## src/rtl/debounce_sched_pkg.sv

```systemverilog
// -----------------------------------------------------------------------------
// debounce_sched_pkg
// Shared types and constants for the shared-timer switch debouncer.
//   state_t                 : scheduler state (IDLE = timer free, COUNT = held)
//   DEFAULT_DEBOUNCE_CYCLES : default stable-cycle requirement
//   MIN_*                   : lower bounds on the configurable parameters
//   params_ok()             : elaboration-time parameter sanity check
// -----------------------------------------------------------------------------
package debounce_sched_pkg;

  typedef enum logic [0:0] {
    IDLE  = 1'b0,
    COUNT = 1'b1
  } state_t;

  localparam int DEFAULT_DEBOUNCE_CYCLES = 120;

  localparam int MIN_NUM_CH          = 2;
  localparam int MIN_DEBOUNCE_CYCLES = 2;
  localparam int MIN_SYNC_STAGES     = 2;

  // True when every parameter meets its minimum.
  function automatic bit params_ok(input int num_ch, input int db_cycles,
                                   input int sync_stages);
    return (num_ch >= MIN_NUM_CH) &&
           (db_cycles >= MIN_DEBOUNCE_CYCLES) &&
           (sync_stages >= MIN_SYNC_STAGES);
  endfunction

endpackage

```

## src/rtl/debounce_scheduler_rr_arbiter.sv

```systemverilog
// -----------------------------------------------------------------------------
// rr_arbiter
// Purely combinational round-robin picker. Searches last_grant+1,
// last_grant+2, ... (modulo NUM_CH) and returns the first requesting channel.
// Ports:
//   i_req          NUM_CH  request vector (one bit per channel)
//   i_last_grant   CH_W    channel granted most recently
//   o_grant_valid  1       at least one request present
//   o_grant_idx    CH_W    selected channel (0 when none)
// -----------------------------------------------------------------------------
module rr_arbiter
  import debounce_sched_pkg::*;
#(
  parameter  int NUM_CH = 4,
  localparam int CH_W   = $clog2(NUM_CH)
) (
  input  logic [NUM_CH-1:0] i_req,
  input  logic [CH_W-1:0]   i_last_grant,
  output logic              o_grant_valid,
  output logic [CH_W-1:0]   o_grant_idx
);

  logic [CH_W-1:0] w_cand;
  logic            w_hit;

  // Walk the rotation farthest-first so the nearest requester overwrites.
  always_comb begin
    o_grant_valid = 1'b0;
    o_grant_idx   = '0;
    w_cand        = '0;
    w_hit         = 1'b0;
    for (int k = NUM_CH; k >= 1; k--) begin
      w_cand        = CH_W'((int'(i_last_grant) + k) % NUM_CH);
      w_hit         = i_req[w_cand];
      o_grant_valid = o_grant_valid | w_hit;
      o_grant_idx   = w_hit ? w_cand : o_grant_idx;
    end
  end

endmodule

```

## src/rtl/debounce_scheduler.sv

```systemverilog
// -----------------------------------------------------------------------------
// debounce_scheduler
// One debounce timer shared by NUM_CH switch inputs. Each input is
// synchronized and compared with its committed level; differing channels
// request the timer, a round-robin arbiter grants one, and the grant commits
// only if the input stays changed for DEBOUNCE_CYCLES consecutive cycles.
// Ports:
//   clk_i        1       system clock (rising edge)
//   rst_i        1       asynchronous active-high reset
//   sw_i         NUM_CH  raw asynchronous switch inputs
//   db_level_o   NUM_CH  debounced stable level per channel
//   db_tick_o    NUM_CH  one-cycle pulse on a committed 0->1 change
//   busy_o       1       timer allocated (state COUNT)
//   active_ch_o  CH_W    channel owning the timer; valid while busy_o=1
// -----------------------------------------------------------------------------
module debounce_scheduler
  import debounce_sched_pkg::*;
#(
  parameter  int NUM_CH          = 4,
  parameter  int DEBOUNCE_CYCLES = DEFAULT_DEBOUNCE_CYCLES,
  parameter  int SYNC_STAGES     = 2,
  localparam int CNT_W           = $clog2(DEBOUNCE_CYCLES),
  localparam int CH_W            = $clog2(NUM_CH)
) (
  input  logic              clk_i,
  input  logic              rst_i,
  input  logic [NUM_CH-1:0] sw_i,
  output logic [NUM_CH-1:0] db_level_o,
  output logic [NUM_CH-1:0] db_tick_o,
  output logic              busy_o,
  output logic [CH_W-1:0]   active_ch_o
);

  if (!params_ok(NUM_CH, DEBOUNCE_CYCLES, SYNC_STAGES)) begin : g_param_err
    $error("debounce_scheduler: NUM_CH, DEBOUNCE_CYCLES and SYNC_STAGES must each be >= 2");
  end

  localparam logic [CNT_W-1:0] CNT_LAST   = CNT_W'(DEBOUNCE_CYCLES - 1);
  localparam logic [CH_W-1:0]  LAST_RESET = CH_W'(NUM_CH - 1);

  // Synchronizer chain: row 0 samples sw_i, row SYNC_STAGES-1 is the output.
  logic [SYNC_STAGES-1:0][NUM_CH-1:0] r_sync;
  logic [NUM_CH-1:0]                  w_sync;
  logic [NUM_CH-1:0]                  w_pending;

  state_t            r_state;
  state_t            w_state_nxt;
  logic [CH_W-1:0]   r_ch;
  logic [CH_W-1:0]   w_ch_nxt;
  logic [CNT_W-1:0]  r_cnt;
  logic [CNT_W-1:0]  w_cnt_nxt;
  logic [CH_W-1:0]   r_last_grant;
  logic [CH_W-1:0]   w_last_grant_nxt;
  logic [NUM_CH-1:0] r_level;
  logic [NUM_CH-1:0] w_level_nxt;
  logic [NUM_CH-1:0] r_tick;
  logic [NUM_CH-1:0] w_tick_nxt;
  logic              r_busy;

  logic              w_grant_valid;
  logic [CH_W-1:0]   w_grant_idx;

  // Synchronizer flops for every raw switch input.
  always_ff @(posedge clk_i or posedge rst_i) begin
    if (rst_i) begin
      r_sync <= '0;
    end else begin
      r_sync <= {r_sync[SYNC_STAGES-2:0], sw_i};
    end
  end

  assign w_sync    = r_sync[SYNC_STAGES-1];
  assign w_pending = w_sync ^ r_level;

  rr_arbiter #(
    .NUM_CH (NUM_CH)
  ) u_arb (
    .i_req         (w_pending),
    .i_last_grant  (r_last_grant),
    .o_grant_valid (w_grant_valid),
    .o_grant_idx   (w_grant_idx)
  );

  // Next-state logic: grant in IDLE; abort, commit or count in COUNT.
  always_comb begin
    w_state_nxt      = r_state;
    w_ch_nxt         = r_ch;
    w_cnt_nxt        = r_cnt;
    w_last_grant_nxt = r_last_grant;
    w_level_nxt      = r_level;
    w_tick_nxt       = '0;
    case (r_state)
      IDLE: begin
        if (w_grant_valid) begin
          w_state_nxt = COUNT;
          w_ch_nxt    = w_grant_idx;
          w_cnt_nxt   = '0;
        end else begin
          w_state_nxt = IDLE;
        end
      end
      COUNT: begin
        // Abort takes priority, so a commit always changes the level.
        if (w_sync[r_ch] == r_level[r_ch]) begin
          w_state_nxt      = IDLE;
          w_last_grant_nxt = r_ch;
          w_cnt_nxt        = '0;
        end else if (r_cnt == CNT_LAST) begin
          w_state_nxt       = IDLE;
          w_last_grant_nxt  = r_ch;
          w_cnt_nxt         = '0;
          w_level_nxt[r_ch] = w_sync[r_ch];
          w_tick_nxt[r_ch]  = w_sync[r_ch];
        end else begin
          w_cnt_nxt = r_cnt + CNT_W'(1);
        end
      end
      default: begin
        w_state_nxt = IDLE;
        w_cnt_nxt   = '0;
      end
    endcase
  end

  // Scheduler state and registered outputs.
  always_ff @(posedge clk_i or posedge rst_i) begin
    if (rst_i) begin
      r_state      <= IDLE;
      r_ch         <= '0;
      r_cnt        <= '0;
      r_last_grant <= LAST_RESET;
      r_level      <= '0;
      r_tick       <= '0;
      r_busy       <= 1'b0;
    end else begin
      r_state      <= w_state_nxt;
      r_ch         <= w_ch_nxt;
      r_cnt        <= w_cnt_nxt;
      r_last_grant <= w_last_grant_nxt;
      r_level      <= w_level_nxt;
      r_tick       <= w_tick_nxt;
      r_busy       <= (w_state_nxt == COUNT);
    end
  end

  assign db_level_o  = r_level;
  assign db_tick_o   = r_tick;
  assign busy_o      = r_busy;
  assign active_ch_o = r_ch;

endmodule
```

## config.mk

```make
export PLATFORM = sky130hd
export DESIGN_NAME = debounce_scheduler
export DESIGN_NICKNAME = d
export VERILOG_FILES = /design/src/rtl/debounce_sched_pkg.sv /design/src/rtl/debounce_scheduler_rr_arbiter.sv /design/src/rtl/debounce_scheduler.sv
export SDC_FILE = /design/constraint.sdc
export NUM_CORES = 1
export LEC_CHECK = 0
export CAP_MARGIN = 20
export CORE_MARGIN = 2
export CORE_UTILIZATION = 54
export DETAILED_ROUTE_END_ITERATION = 7
export GPL_ROUTABILITY_DRIVEN = 0
export PLACE_DENSITY = 0.78
export SLEW_MARGIN = 15
export SYNTH_ARGS = -nofsm -noshare
export SYNTH_HDL_FRONTEND = slang
export SYNTH_SLANG_ARGS = --single-unit
export TNS_END_PERCENT = 1
```

## constraint.sdc

```tcl
create_clock -name clk_i -period 2.4 [get_ports clk_i]
set_input_delay 0.48 -clock clk_i [delete_from_list [all_inputs] [get_ports clk_i]]
set_output_delay 0.48 -clock clk_i [all_outputs]
set_load 0.02 [all_outputs]
```

# Yosys cells after proc, flatten, opt, wreduce, memory -nomap -nowiden
# Index checks and enable logic that the tools add are counted.
# W data, S select, Z words.
totals:
  register_bits: 28
  in_bits: 6
  out_inout_bits: 11
  word_cells: 66
op_classes:
  addsub: 5
  n_lt_le_gt_ge: 6
  eq_ne: 3
  muxes: 32
  bitwise: 7
  reduce_logical: 5
op_table:
  columns: ["op", "count"]
  rows:
  - ["$mux W7", 3]
  - ["$lt A2 B3 Y1 const B", 5]
  - ["$pmux W7 S2", 1]
  - ["$bmux W1 S2", 6]
  - ["$mux W2", 6]
  - ["$mux W4", 3]
  - ["$mux W1", 10]
  - ["$add A7 B1 Y7 const B", 1]
  - ["$eq A7 B7 Y1 const B", 1]
  - ["$add A2 B1 Y2 const B", 2]
  - ["$add A2 B2 Y2 const B", 2]
  - ["$and A4 B4 Y4", 1]
  - ["$bwmux W4", 1]
  - ["$reduce_and A2 Y1", 2]
  - ["$xor A4 B4 Y4", 1]
  - ["$or A1 B1 Y1", 3]
  - ["$reduce_and A3 Y1", 1]
  - ["$demux W1 S2", 1]
  - ["$ge A2 B1 Y1 const B", 1]
  - ["$ne A2 B1 Y1 const B", 1]
  - ["$not A1 Y1", 2]
  - ["$pmux W1 S2", 1]
  - ["$reduce_bool A2 Y1", 1]
  - ["$eq A1 B1 Y1", 1]
  - ["$logic_and A1 B1 Y1", 1]

# Logic depth before layout (Yosys ltp)
# Gate-level depths: netlist of run 1.
depth:
  word_depth: 8
  depth_mapped: 5
  ltp_nobuf: 5

# By module
# From an unflattened synthesis of run 1, not the netlist that was laid out.
hier_totals:
  hier_cells: 116
  hier_area_um2: 1318.8
modules_own_cells:
  columns: ["mod", "n_inst", "cells_per_inst", "area_each_um2", "seq_area_each_um2"]
  rows:
  - ["debounce_scheduler", 1, 102, 1227.4, 703.2]
  - ["rr_arbiter", 1, 14, 91.3, 0.0]

# Worst setup path before layout of run 1
# No wires, ideal clock.
synth_timing:
  path_type: "reg-to-reg"
  startpoint: "reg r_ch[0], in the netlist active_ch_o[0]"
  endpoint: "reg r_level[3], in the netlist db_level_o[3]"
  setup_ps: 125
  t_arrival_ps: 1782
  required_time_ps: 2275
  slack_ps: 493
  path_stages_with_launch: 6
  n_path_buf: 2
  period_less_slack_ps: 1907
  path_cell_list: "dfrtp_1 clkbuf_1 mux4_2 buf_6 nand3_2 mux2_4"
synth_via:
  elab_chain_len: 5
  word_cells_on_any_way: 13
  classes_between: "order compare: 2; eq/ne: 1; mux: 7; bitwise: 1; reduce/logical: 2"
synth_rtl:
  columns: ["item", "line", "rtl"]
  rows:
  - ["start: declaration", "debounce_scheduler.sv:48", "logic [CH_W-1:0] r_ch;"]
  - ["start signal: assignment", "debounce_scheduler.sv:137", "r_ch <= w_ch_nxt;"]
  - ["$lt A2 B3 Y1 (not written as such), or another cell as far along", "debounce_scheduler.sv:112", "w_level_nxt[r_ch] = w_sync[r_ch];"]
  - ["$logic_and A1 B1 Y1 (not written as such), or another cell as far along", "debounce_scheduler.sv:112", null]
  - ["$mux W1 (not written as such) / $eq A1 B1 Y1 (equally long branches)", "debounce_scheduler.sv:112, debounce_scheduler.sv:104", null]
  - ["$demux W1 S2 / $not A1 Y1 (equally long branches)", null, null]
  - ["$bwmux W4 / $reduce_and A3 Y1 (equally long branches)", null, null]
  - ["end signal: assignment", "debounce_scheduler.sv:140", "r_level <= w_level_nxt;"]
  - ["end: declaration", "debounce_scheduler.sv:54", "logic [NUM_CH-1:0] r_level;"]
# Parallel ways exist; a longest one is shown, timed or not. The select of a mux whose other input is x is not followed.
# A chain may end at the register's enable or synchronous reset.

# Worst setup path in the final report of run 1
layout_timing:
  startpoint: "reg r_ch[0], in the netlist active_ch_o[0]"
  endpoint: "out active_ch_o[0]"
layout_lines:
  columns: ["item", "line", "rtl"]
  rows:
  - ["end: declaration", "debounce_scheduler.sv:31", "output logic [CH_W-1:0] active_ch_o"]
# No word-level cell between the ends.

==> results.md, run 1 <==
- Total of flip-flops plus latches after synthesis: 28
- CTS tree: done
- Arrival time of the worst setup path: between 1.5 and 2 ns
- Crit path buf inv count: 1
- Sequential element share of the synthesized area: a little over 50%
- Number of buffers created by CTS: 3
- Beginning of the worst register-to-register path: active_ch_o[0]
- Worst hold endpoint: w_sync[0]
- Via density per instance: 5.95
- Post-CTS clock slew at the launch and capture registers of the worst setup and hold paths: between 0.1 and 0.15 ns
- Count of nets left with antenna violations after detail routing: 0
- Capture instance of the worst register-to-register path: db_level_o[2]
- Classification of the worst setup path: reg2out
- Critical Path End Type: output pin
- Cell area after synthesis: roughly 1400 µm²
- Clk sink count: 28
- Number of instances in the placed design: between 150 and 200
- Cell count of the worst hold path: 0
- Die Height: between 50 and 60 µm
- Slowest CP cell: clkdlybuf4s50_1
- Worst Hold Class: reg2reg
- Full die area: 2990 µm²
- Most common flop cell mapped by yosys: dfrtp_1
- Average wire per cell in the routed design: ~16 µm
- Post-synthesis average cell area: approximately 11 µm²
- Share of the synthesized area in the top cell type: around 47%
- Post-placement setup slack: approximately 0.43 ns
- I/O pin cnt: 17
- Number of setup buffers added after CTS: 0
- Worst vdd ir: between 700 and 800 µV
- Aggregate routed wire length: between 2000 and 3000 µm
- Largest net degree at the start of global routing: 29
- Unrepaired setup endpoints after global routing: false
- Number of buffers added to fix hold violations after cts: 0
- Die width: between 50 and 60 µm
- Data required time of the critical path: roughly 1.9 ns
- Worst slew margin relative to its limit: around two thirds
- Global route total overflow: 0
- Kind of cell adding the most delay to the critical path: buffers and inverters
- Minimum clock period: between 2 and 2.5 ns
- Result of the run: finished clean
- Achievable clock frequency: about 450 MHz
- Ratio of cells with drive above 1 in the final layout: between 10 and 15%
- Final-report setup violation count: 0
- Number of enable flip-flop cells after synthesis: 0
- Number of global-route vias before repair: 1074
- R2r setup slk: between 0.4 and 0.5 ns
- Diodes inserted: 0
- Router iterations before antenna repair: 5
- Transition time at the pin with the least slew margin: slightly above 0.5 ns
- Total number of H-tree levels: 1
- Violation count after the first detailed-routing iteration: 9
- Longest individual stage delay on the worst path: 0.71 ns
- Kind of start point of the critical path: register
- Post-Route Skew: approximately 0.0047 ns
- Dominant cell type by area after synthesis: dfrtp_1
- Gr usage total: between 20% and 30%
- CP Cell Sequence: clkdlybuf4s50_1
- Row Count: 18
- Areal power density over the cells: around 840 nW/µm²
- Distinct cell type count of the synthesized netlist: 39
- Area contributors post-synth: dfrtp_1 47%, mux4_2 4.9%, dfstp_2 3.8%, mux2_2 3.2%, nand3_1 2.5%
- Largest fanout on the critical path: 15
- Pleak: 0.000658 µW
- Count of non-filler cells in the finished layout: 168
- Number of input and output port buffers inserted: 16
- Area delta synth->final: 16.3%
- Number of nets in the finished design: between 100 and 150
- Dpl hpwl: roughly 1900 µm
- Period utilisation layout: 92.3%
- Std-Cell Core Area: 2450 µm²
- Net count after synthesis: 128
- Count of cells resized by post-cts repair: 0
- Post-Syn Instances: around 120
- Global-route wire length before repair: between 4000 and 5000 µm
- Warnings from Yosys: 0
- Post-synthesis async set-or-reset flop share: 100%
- Final hold violation count: 0
- Launch instance of the worst min-delay path: r_sync[0]
- Final routed DRC violation total: 0
- DR vias: 1000
- Initial antenna violation count: 0
- Cells on worst reg2reg path: 3
- Setup total negative slack: 0 ns
- Post-layout worst setup margin: 0.185 ns
- Skew-Pair Late Insertion Delay: between 0.3 and 0.4 ns
- Root Driver: clkbuf_4
- Pins Over Slew Limit: 0
- Longest Clk Path Bufs: 2
- Initial core utilization: about 56%
- Max Cap Violations: 0
==> state kept, by name, indices dropped and copies added (netlist names) <==
name	flops
r_cnt	7
db_level_o	4
db_tick_o	4
r_sync	4
w_sync	4
active_ch_o	2
r_last_grant	2
busy_o	1
==> power by group <==
part / switching (µW) / internal [µW]
registers: 115 / 548
logic: 238 / 232
clock network: 133 / 93.0
total: 486 / 873
==> placed cells by master (no fill, tap or decap), types with 2 or more instances in the layout <==
cell type        Yosys  layout
dfrtp_1             26      26
clkdlybuf4s50_1      0      16
nand3_1              7       7
o21ai_0              7       7
nor2_1               6       6
nand4_1              5       5
inv_1                5       5
nand2_1              5       5
xor2_1               4       4
xnor2_1              4       4
mux2_2               4       4
mux4_2               3       3
nand2b_1             3       3
nor2b_1              3       3
o211ai_1             3       3
clkbuf_4             0       3
buf_4                0       3
nand3b_1             2       2
mux2i_1              2       2
o221ai_1             2       2
nor3_1               2       2
o2bb2ai_1            2       2
a21oi_1              2       2
dfstp_2              2       2
==> worst max path at each step <==
stage | startpoint | to | slack [ns] | depth (start not counted)
4_1_cts | active_ch_o[0] | active_ch_o[0] | 0.16 | 1
5_1_grt | active_ch_o[0] | active_ch_o[0] | 0.04 | 1
3_5_place_dp | active_ch_o[0] | db_level_o[2] | 0.43 | 3
3_3_place_gp | active_ch_o[0] | db_level_o[0] | 0.47 | 3
2_1_floorplan | active_ch_o[0] | db_level_o[3] | 0.49 | 5
6_report | active_ch_o[0] | active_ch_o[0] | 0.19 | 1
==> cells in the mapped netlist (2+ instances only) <==
cell,count
a21oi_1,2
clkbuf_1,5
dfrtp_1,26
dfstp_2,2
inv_1,5
mux2_2,4
mux2i_1,2
mux4_2,3
nand2_1,5
nand2b_1,3
nand3_1,7
nand3b_1,2
nand4_1,5
nor2_1,6
nor2b_1,3
nor3_1,2
o211ai_1,3
o21ai_0,7
o221ai_1,2
o2bb2ai_1,2
xnor2_1,4
xor2_1,4
==> through the flow <==
| step | util [%] | hold slack (ns) | area [µm²] | power, µW |
|---|---|---|---|---|
| finish | 65.7 | 0.375 | 1610 | 1360 |
| global route | 65.7 | 0.385 | 1610 | 1450 |
| CTS | 65.7 | 0.379 | 1610 | 1370 |
| detailed placement | 64.2 | 0.342 | 1580 | 1140 |
| global placement | 64.2 | 0.336 | 1580 | 1120 |
| floorplan | - | 0.331 | 1390 | 1020 |
==> area by class of cell <==
cell class                 instances  area (µm²)
timing repair buffer              19         183
tap                               30        37.5
fill                             181         842
clock buffer                       4        36.3
multi-input combinational         82         634
inverter                           5        18.8
sequential                        28         703
==> kinds of logic after synthesis <==
| logic type | after synthesis | share of synthesized area, % |
|---|---|---|
| AO/OA/AOI/OAI | 22 | 10.4 |
| AND/OR/NAND/NOR | 40 | 16.9 |
| multiplexers | 11 | 12.5 |
| XOR/XNOR | 8 | 5.05 |
| adder cells (fa/ha/maj) | 1 | 0.902 |
| buffers and inverters | 11 | 3.52 |
| flip-flops | 28 | 50.7 |
==> routing by layer <==
layer  global-route usage [%]  up-vias  share of wire (%)
met3                     3.01        7                3.3
met1                     23.9      492                 43
li1                         -      474                  -
met4                     12.5        0                2.1
met5                        0        -                  0
met2                     39.1       27                 52
Power figures use the tool's default switching activity.
==> run 2, diff against run 1 <==
- CTS_CLUSTER_SIZE: default -> 12
==> results of run 2 <==
No change in the layout: final DEF, timing and power equal those of run 1.
==> run 3, diff against run 2 <==
- PLACE_DENSITY: 0.78 -> 0.87
==> run 3 against run 2 <==
Against the previous run:
- power is 0.85% higher
- global-route usage is 0.13 points lower
- clock power increased by 2%
- final cell count shrank 0.60%
- clock skew up 0.0070 ns
- first-iteration DRC count rose to 2.7 times the previous value
- via count rose by 0.50%
- final area decreased by 0.47%
- register-to-register slack worse by 0.04 ns
==> results.md, run 3 (synthesis results as in run 1) <==
- Result of the run: finished clean
- Std-Cell Core Area: 2450 µm² (unchanged)
- Violation count after the first detailed-routing iteration: 24 (+15)
- Kind of start point of the critical path: register
- Max Cap Violations: 0 (unchanged)
- Post-CTS clock slew at the launch and capture registers of the worst setup and hold paths: 0.15 ns (about the same)
- Number of flip-flops in the largest register: 7 (unchanged)
- Design area: 1610 µm² (-0.47%)
- Slowest CP cell: dfrtp_1
- Total Power: 1370 µW (+0.85%)
- Global route total overflow: 0 (unchanged)
- Critical Path End Type: output pin
- Cell count of the worst hold path: 0 (unchanged)
- Areal power density over the cells: 854 nW/µm² (+1.3%)
- CTS tree: done
- Unrepaired setup endpoints after global routing: false
- Final routed DRC violation total: 0 (unchanged)
- Skew-Pair Late Insertion Delay: 0.33 ns (about the same)
- Net switching component of the power: 498 µW (+2.5%)
- Combinational share of power: 34.4% (-0.2 points)
- Diodes inserted: 0 (unchanged)
- Period utilisation layout: 93.1% (+0.84 points)
- Classification of the worst setup path: reg2out
- Pleak: 0.000653 µW (-0.82%)
- Router iterations before antenna repair: 4 (-1)
- Area delta synth->final: 15.8%
- Number of global-route vias before repair: 1020 (-5.0%)
- Die width: 54.7 µm (unchanged)
- Area after DPL: 1570 µm² (-0.48%)
- GR Layer Usage met2: 38.1% (-0.99 points)
- Dpl hpwl: 1940 µm (+3.2%)
- Worst Hold Class: reg2reg
- Clk sink count: 28 (unchanged)
- Initial core utilization: 56.5% (unchanged)
- Initial antenna violation count: 0 (unchanged)
- Met3 Track Usage GR: 3.28% (+0.27 points)
- Internal Power: 872 µW (about the same)
- Total number of H-tree levels: 1 (unchanged)
- Met1 layer usage reported by global route: 26.0% (+2.1 points)
- Full die area: 2990 µm² (unchanged)
- Worst vdd ir: 726 µV (-4.0%)
- Transition time at the pin with the least slew margin: 0.671 ns (+0.157 ns)
- Commonest non-fill, non-tap cell in the layout: dfrtp_1
- WHS: 0.362 ns (-0.0134 ns)
- Critical path depth: 1 (unchanged)
- Number of setup buffers added after CTS: 0 (unchanged)
- Final hold violation count: 0 (unchanged)
- Achievable clock frequency: 447 MHz (-0.91%)
- Switching power share of the total: 36.4% (+0.59 points)
- Ratio of cells with drive above 1 in the final layout: 13.9% (-0.62 points)
- Number of fill cells in the layout: 191 (+5.5%)
- Cells on worst reg2reg path: 3 (unchanged)
- Aggregate routed wire length: 2760 µm (+4.9%)
- Commonest non-fill, non-tap cells in the layout: 26 x dfrtp_1, 16 x clkdlybuf4s50_1, 7 x nand3_1, 7 x o21ai_0, 6 x nor2_1
- Pins Over Slew Limit: 0 (unchanged)
- Setup total negative slack: 0 ns (unchanged)
- Largest fanout on the critical path: 15 (unchanged)
- Longest Clk Path Bufs: 2 (unchanged)
- Count of nets left with antenna violations after detail routing: 0 (unchanged)
- I/O pin cnt: 17 (unchanged)
- Via density per instance: 6.02 (+1.1%)
- Global routing's busiest layer: met2
- Sequential share of power: 48.7% (about the same)
- Post-Route Skew: 0.0117 ns (+0.00702 ns)
- Number of input and output port buffers inserted: 16 (unchanged)
- Most flop-heavy register: r_cnt
- Number of nets in the finished design: 145 (-0.68%)
- Kind of cell adding the most delay to the critical path: flip-flops
- Count of cells resized by post-cts repair: 0 (unchanged)
- Largest net degree at the start of global routing: 29 (unchanged)
- Die Height: 54.7 µm (unchanged)
- Data required time of the critical path: 1.92 ns (about the same)
- Worst slew margin relative to its limit: 54.8% (-11 points)
- Crit path buf inv count: 1 (unchanged)
- Number of buffers created by CTS: 3 (unchanged)
- DR vias: 1005 (+0.50%)
- Gr usage total: 21.5% (-0.13 points)
- Clock Power Share: 16.9% (+0.3 points)
- Longest individual stage delay on the worst path: 0.71 ns (about the same)
- Average wire per cell in the routed design: 16.5 µm (+5.5%)
- Number of buffers added to fix hold violations after cts: 0 (unchanged)
- CP Cell Sequence: clkdlybuf4s50_1
- Root Driver: clkbuf_4
- Minimum clock period: 2.24 ns (+0.0202 ns)
- Final-report setup violation count: 0 (unchanged)
- Row Count: 18 (unchanged)
- Global-route wire length before repair: 4530 µm (-0.75%)
- Arrival time of the worst setup path: 1.76 ns (+0.03 ns)
==> run 3: power by group through the flow <==
stage | Combinational [µW] | Sequential, µW | Clock (µW)
after detailed placement | 470 | 676 | 0
after floorplan | 381 | 638 | 0
after CTS | 472 | 666 | 234
final | 472 | 667 | 231
after global placement | 450 | 666 | 0
after global routing | 522 | 681 | 251
==> run 3: layout make-up <==
| cell class | count | area (µm²) | area share, % |
|---|---|---|---|
| sequential | 28 | 703 | 43.8 |
| multi-input combinational | 82 | 634 | 39.5 |
| timing repair buffer | 18 | 175 | 10.9 |
| tap | 30 | 37.5 | 2.34 |
| clock buffer | 4 | 36.3 | 2.26 |
| inverter | 5 | 18.8 | 1.17 |
==> run 3: path summary, 6_finish.rpt <==
check | start | end | slack (ns)
setup reg to reg | active_ch_o[0] | db_level_o[0] | 0.37
hold reg to reg | r_sync[3] | w_sync[3] | 0.36
min in group asynchronous | rst_i | r_sync[1] | 0.48
hold / removal | r_sync[3] | w_sync[3] | 0.36
setup / recovery | active_ch_o[0] | active_ch_o[0] | 0.16
max in group asynchronous | rst_i | r_last_grant[0] | 1.61
==> run 3: metal layers <==
layer	up-vias	part of all wire, %
li1	472	-
met4	0	1.2
met3	6	4.2
met2	39	51
met5	-	0
met1	488	43
==> run 3: stage by stage <==
step                      utilization, %  instances  worst slack, ns
final                               65.4        167            0.165
after global routing                65.4        167           0.0739
after CTS                           65.4        167            0.157
after detailed placement            63.9        163            0.398
after global placement              63.9        163            0.476
after floorplan                        -        121            0.493
